<file path="src/rtl/fft_pkg.sv">
// Shared FFT spectrum-path definitions: frame geometry, magnitude width,
// writer state encoding and the bin address type.
package fft_pkg;

   localparam int FFT_N_LOG2 = 10;
   localparam int FFT_MAG_W  = 12;

   typedef enum logic [1:0] {
      IDLE,
      RUN,
      DRAIN
   } state_t;

   typedef logic [FFT_N_LOG2-1:0] fft_bin_t;

endpackage

</file>
<file path="src/rtl/fft_mag_approx.sv">
// Three-stage alpha-max-beta-min magnitude: abs, max/min, then
// mag = max + (min>>2) + (min>>3) carried at IN_W+2 bits.
module fft_mag_approx
   import fft_pkg::*;
#(
   parameter int IN_W = 16
) (
   input  logic                   clk,
   input  logic                   rst,
   input  logic                   in_vld,
   input  logic signed [IN_W-1:0] re,
   input  logic signed [IN_W-1:0] im,
   output logic [IN_W+1:0]        mag,
   output logic                   mag_vld,
   output logic                   busy
);

   logic [IN_W:0]   abs_re_p0, abs_im_p0;
   logic [IN_W:0]   max_p1, min_p1;
   logic [IN_W+1:0] mag_p2;
   logic            vld_p0, vld_p1, vld_p2;

   // One extra bit so that the most negative input has a representable magnitude.
   function automatic logic [IN_W:0] abs_u(input logic signed [IN_W-1:0] x);
      logic signed [IN_W:0] xe;
      xe = {x[IN_W-1], x};
      if (xe[IN_W])
         return $unsigned(-xe);
      else
         return $unsigned(xe);
   endfunction

   always_ff @(posedge clk or negedge rst) begin
      if (!rst) begin
         vld_p0 <= 1'b0;
         vld_p1 <= 1'b0;
         vld_p2 <= 1'b0;
      end else begin
         vld_p0 <= in_vld;
         vld_p1 <= vld_p0;
         vld_p2 <= vld_p1;
      end
   end

   always_ff @(posedge clk) begin
      // p0: absolute values
      abs_re_p0 <= abs_u(re);
      abs_im_p0 <= abs_u(im);
      // p1: ordering
      max_p1    <= (abs_re_p0 > abs_im_p0) ? abs_re_p0 : abs_im_p0;
      min_p1    <= (abs_re_p0 > abs_im_p0) ? abs_im_p0 : abs_re_p0;
      // p2: weighted sum
      mag_p2    <= {1'b0, max_p1} + {3'b000, min_p1[IN_W:2]} + {4'b0000, min_p1[IN_W:3]};
   end

   assign mag     = mag_p2;
   assign mag_vld = vld_p2;
   assign busy    = vld_p0 | vld_p1 | vld_p2;

endmodule

</file>
<file path="src/rtl/fft_mag_writer.sv">
// Converts FFT bins to saturated magnitudes and writes them by bin index.
// Optional FFT_MAG_DC_BLANK_EN forces bins 0 and 1 to zero.
module fft_mag_writer
   import fft_pkg::*;
#(
   parameter int IN_W   = 16,
   parameter int OUT_W  = FFT_MAG_W,
   parameter int N_LOG2 = FFT_N_LOG2,
   parameter int SHIFT  = 3
) (
   input  logic                   clk,
   input  logic                   rst,
   input  logic                   enable,
   input  logic signed [IN_W-1:0] s_re,
   input  logic signed [IN_W-1:0] s_im,
   input  logic                   s_valid,
   input  logic                   s_last,
   output logic                   s_ready,
   output logic [OUT_W-1:0]       data,
   output logic [N_LOG2-1:0]      addr,
   output logic                   valid,
   output logic                   frame_done,
   output logic                   frame_err
);

   localparam logic [N_LOG2-1:0] LAST_BIN = '1;
   localparam logic [N_LOG2-1:0] CNT_ONE  = {{(N_LOG2-1){1'b0}}, 1'b1};
   localparam logic [IN_W+1:0]   SAT_MAX  = (IN_W+2)'((1 << OUT_W) - 1);

   state_t            state, state_nxt;
   logic [N_LOG2-1:0] cnt, cnt_nxt;
   logic              xfer, at_last_bin, frame_end, bin_err;
   logic [IN_W+1:0]   mag;
   logic              mag_vld, busy, blank;
   logic [N_LOG2-1:0] addr_p0, addr_p1, addr_p2;
   logic              err_p0, err_p1, err_p2;

   function automatic logic [OUT_W-1:0] sat_shift(input logic [IN_W+1:0] m);
      logic [IN_W+1:0] sh;
      sh = m >> SHIFT;
      if (sh > SAT_MAX)
         return '1;
      else
         return sh[OUT_W-1:0];
   endfunction

   assign xfer        = s_valid && s_ready;
   assign at_last_bin = (cnt == LAST_BIN);
   assign frame_end   = xfer && (s_last || at_last_bin);
   // Early last and missing last are both a disagreement between s_last and the count.
   assign bin_err     = s_last != at_last_bin;

   always_comb begin
      state_nxt = state;
      cnt_nxt   = cnt;
      case (state)
         IDLE: begin
            cnt_nxt = '0;
            if (enable) state_nxt = RUN;
         end
         RUN: begin
            if (xfer) begin
               cnt_nxt = frame_end ? '0 : cnt + CNT_ONE;
               if (frame_end && !enable) state_nxt = DRAIN;
            end
         end
         DRAIN: begin
            if (!busy) state_nxt = IDLE;
         end
         default: state_nxt = IDLE;
      endcase
   end

   always_ff @(posedge clk or negedge rst) begin
      if (!rst) begin
         state   <= IDLE;
         cnt     <= '0;
         s_ready <= 1'b0;
      end else begin
         state   <= state_nxt;
         cnt     <= cnt_nxt;
         s_ready <= (state_nxt == RUN);
      end
   end

   fft_mag_approx #(
      .IN_W (IN_W)
   ) u_mag (
      .clk     (clk),
      .rst     (rst),
      .in_vld  (xfer),
      .re      (s_re),
      .im      (s_im),
      .mag     (mag),
      .mag_vld (mag_vld),
      .busy    (busy)
   );

   // p0..p2: bin address and error flag follow the magnitude pipeline
   always_ff @(posedge clk) begin
      addr_p0 <= cnt;
      err_p0  <= bin_err;
      addr_p1 <= addr_p0;
      err_p1  <= err_p0;
      addr_p2 <= addr_p1;
      err_p2  <= err_p1;
   end

`ifdef FFT_MAG_DC_BLANK_EN
   assign blank = (addr_p2[N_LOG2-1:1] == '0);
`else
   assign blank = 1'b0;
`endif

   // p3: saturation and output registers
   always_ff @(posedge clk or negedge rst) begin
      if (!rst) begin
         valid      <= 1'b0;
         data       <= '0;
         addr       <= '0;
         frame_done <= 1'b0;
         frame_err  <= 1'b0;
      end else begin
         valid      <= mag_vld;
         frame_done <= mag_vld && (addr_p2 == LAST_BIN);
         frame_err  <= mag_vld && err_p2;
         if (mag_vld) begin
            data <= blank ? '0 : sat_shift(mag);
            addr <= addr_p2;
         end
      end
   end

endmodule

</file>
<file path="config.mk">
export PLATFORM = sky130hd
export DESIGN_NAME = fft_mag_writer
export DESIGN_NICKNAME = d
export VERILOG_FILES = /design/src/rtl/fft_pkg.sv /design/src/rtl/fft_mag_approx.sv /design/src/rtl/fft_mag_writer.sv
export SDC_FILE = /design/constraint.sdc
export NUM_CORES = 1
export LEC_CHECK = 0
export ABC_AREA = 1
export ABC_CLOCK_PERIOD_IN_PS = 2800
export CORE_ASPECT_RATIO = 1.4
export CORE_UTILIZATION = 55
export DETAILED_ROUTE_END_ITERATION = 12
export PLACE_DENSITY = 0.89
export SYNTH_ARGS = -nofsm -noshare
export SYNTH_HDL_FRONTEND = slang
export SYNTH_SLANG_ARGS = --single-unit
</file>
<file path="constraint.sdc">
create_clock -name clk -period 2.8 [get_ports clk]
set_input_delay 0.42 -clock clk [delete_from_list [all_inputs] [get_ports clk]]
set_output_delay 0.42 -clock clk [all_outputs]
set_load 0.05 [all_outputs]
</file>
==> summary.txt <==
Outcome
  • Status: complete, no violations

Routing
  • Vias: 5377
  • Wirelength, routed: between 10000 and 15000 um
  • Drt drc: 0
  • Starting DRT DRC Count: 214
  • Routed len/inst: 13.3 um
  • Drt first pass iters: 5
  • Final ANT Viol Nets: 0
  • Vias per cell: 5.19

Global routing
  • Total GRT Usage: 24.1%
  • Final global-route overflow total: 0
  • Largest net degree at the start of global routing: 42
  • Global-route wire length before repair: 23800 um
  • Vias in the first global route: 5479
  • Initial antenna violation count: 0

STA
  • Pins Over Slew Limit: 0
  • Final period util: a little over four fifths
  • Slew HR: 41.8%
  • Setup Viol. Count Final: 0
  • Final Hold Fails: 0
  • Slew @ Worst Pin: just under 900 ps
  • Highest clock rate: 424 MHz
  • Minimum clock period after layout: 2360 ps
  • RSZ-0062 raised after global routing: no
  • Clock skew: 10.3 ps
  • Final TNS setup: 0 ps

Clock network
  • CTS tree: done
  • Post-CTS Resized: 0
  • Clock net sink count: ~160
  • TritonCTS Buffers: 17
  • CTS max path bufs: 2
  • CTS Hold Bufs: 0
  • Skew-Pair Late Insertion Delay: 430 ps
  • Worst-path clk slew: 70 ps
  • Root Buffer: clkbuf_16
  • Htree depth: 4
  • Post-CTS repair timing setup buffer count: 0

Worst setup path
  • R2R Path End: cnt[9]
  • CP bufs+invs: 1
  • Reg2reg path depth: 11
  • Startpoint types: flip-flop
  • R2R Setup Slk: 440 ps
  • Top Family by Delay on Critical Path: simple AND/OR/NAND/NOR gates
  • Req. time, crit path: around 3100 ps
  • Max incr delay on CP: between 400 and 500 ps
  • Kind of critical path: reg -> reg
  • Worst-path fanout max: 5
  • Crit path cell chain: ha_1, nand2_1, inv_1, nand3_1, nor2_1, nand4_1, ha_1, o21ai_0, nor2_1, nand3_1, o21ai_0
  • CP Capture Type: flip-flop
  • RR Startpoint: cnt[0]
  • CP max-delay cell: dfrtp_1
  • Crit path arrival time: 2660 ps

Synth
  • Cell variety after synth: 37
  • Warnings, synthesis: 0
  • Mapped Area: 6770 um^2
  • Dominant cell type by area after synthesis: dfxtp_1
  • Avg Cell Area, Syn: 8.38 um^2
  • Synth area leaders: dfxtp_1 (34%), dfrtp_1 (15%), nand2_1 (14%)
  • Synth Register Bits: around 160
  • Sequential-to-total area share from yosys stat: ~49%
  • Mapped Cells: 808
  • Post-synth top area share: 33.7%

Power and ir drop
  • Switching pwr: 2940 uW
  • Overall power: 8010 uW
  • Internal power: between 5000 and 6000 uW
  • Power Density: 983 nW/um^2
  • Clock share of power: 30.9%
  • Switching Fraction: a little under two fifths
  • LEAKAGE: 0.00409 uW
  • Sequential power share: 36.2%
  • Comb pwr share: 32.8%
  • Worst vdd ir: 0.432 mV

Final layout
  • Final-layout fill cell count: 878
  • Share of cells above drive strength 1: just over 5%
  • Inserted Diodes: 0
  • Syn-to-layout area delta: 20.3%
  • Nets: 964
  • Post-Layout Cell Count: 1037

Placed design
  • DP HPWL: 9500 um
  • Port bufs: 62
  • Inst Count DP: around 1.0k
  • RePlAce Congestion: a little under 0.9

Hold path
  • Hold WC Path Type: in -> async

Floorplanning
  • Floorplan row count: 47
  • Initial Utilization: 56.7%
  • Area of the core: 11900 um^2
  • Chip width: between 90 and 100 um
  • Die footprint: 12800 um^2
  • IO Pins: 63
  • Die height: 133 um

Job
  • Max-Cap Viols: 0
-- cell usage after synthesis --
library cell and n:
a21o_1 2, a21oi_1 24, a21oi_4 1, a31oi_1 4
buf_2 3, buf_4 3, buf_6 3, clkbuf_1 7
clkinv_1 1, conb_1 1, dfrtp_1 41, dfxtp_1 114
fa_1 13, ha_1 37, inv_1 101, nand2_1 255
nand2_2 2, nand2_4 1, nand3_1 58, nand3_4 1
nand4_1 6, nand4_2 1, nor2_1 42, nor2_2 2
nor3_1 5, nor3_2 1, nor4_1 7, o211ai_1 1
o21a_1 1, o21ai_0 33, o21ai_1 2, o21bai_1 1
o311ai_0 1, o31ai_1 2, or3_1 1, xnor2_1 5
xor2_1 25
-- worst max-delay path by stage --
stage,from,end,depth (start not counted)
after detailed placement,s_re[0],u_mag.abs_re_p0[14],10
after global routing,cnt[0],cnt[4],11
after global placement,cnt[0],cnt[6],11
final,cnt[0],cnt[9],11
after floorplan,u_mag.min_p1[11],u_mag.mag[16],10
after CTS,u_mag.min_p1[12],u_mag.mag[16],10
-- metrics by stage --
step,util (%),cell area [um^2],hold WS [ps],setup WS [ps]
floorplan,-,6770,124,870
global route,68.2,8150,170,175
CTS,68.2,8150,123,454
global placement,62.8,7500,310,661
finish,68.2,8150,97.6,444
detailed placement,62.8,7500,312,592
-- routing by layer --
metal  vias to the layer above  part of all wire (%)  track usage, %
met2                       180                    55            44.4
met5                         -                     0               0
li1                       2693                     -               -
met3                        42                   3.9            6.51
met1                      2462                    38            24.6
met4                         0                   3.0            11.1
-- registers in the layout, indices dropped and copies added, names as in the netlist, 2 cells and up --
register / cells
u_mag.abs_im_p0: 17
u_mag.abs_re_p0: 17
u_mag.max_p1: 17
u_mag.mag: 15
u_mag.min_p1: 15
data: 12
addr: 10
addr_p0: 10
addr_p1: 10
addr_p2: 10
cnt: 10
state: 2
-- power by group through the flow --
| stage | combinational (uW) | clock (uW) | sequential, uW |
|---|---|---|---|
| 3_3_place_gp | 2470 | 0 | 2920 |
| 2_1_floorplan | 1620 | 0 | 3200 |
| 6_report | 2630 | 2480 | 2900 |
| 3_5_place_dp | 2540 | 0 | 2950 |
| 5_1_grt | 2960 | 2590 | 2950 |
| 4_1_cts | 2620 | 2490 | 2910 |
-- layout make-up --
type / instances / area (um^2) / area share, %
Sequential cell: 155 / 3310 / 40.6
Clock inverter: 15 / 223 / 2.73
Inverter: 102 / 383 / 4.70
Clock buffer: 17 / 425 / 5.22
Multi-Input combinational cell: 536 / 2990 / 36.6
Tap cell: 147 / 184 / 2.26
Timing Repair Buffer: 65 / 638 / 7.83
-- cell usage in the layout (no fill, tap or decap), types with 5 or more instances in the layout --
master / synthesis / final
a21oi_1: 24 / 24
clkbuf_16: 0 / 17
clkdlybuf4s50_1: 0 / 61
dfrtp_1: 41 / 41
dfxtp_1: 114 / 114
fa_1: 13 / 13
ha_1: 37 / 37
inv_1: 101 / 101
inv_8: 0 / 5
nand2_1: 255 / 255
nand3_1: 58 / 58
nand4_1: 6 / 6
nor2_1: 42 / 42
nor3_1: 5 / 5
nor4_1: 7 / 7
o21ai_0: 33 / 33
xnor2_1: 5 / 5
xor2_1: 25 / 25
-- worst register-to-register path, stage by stage, from the launching register on --
cell	delay [ps]
dfrtp_1	430
ha_1	210
nand2_1	70
inv_1	110
nand3_1	120
nor2_1	170
nand4_1	110
ha_1	220
o21ai_0	390
nor2_1	170
nand3_1	130
o21ai_0	90
-- cells by family after synthesis --
kind of cell / synth area share, %
other cells: 0.0554
buf+inv: 7.10
xor+xnor: 3.88
fa+ha+maj: 10.7
flops: 48.9
compound gates: 5.88
simple gates: 23.5
No activity file was read; power rests on OpenSTA's default activity.
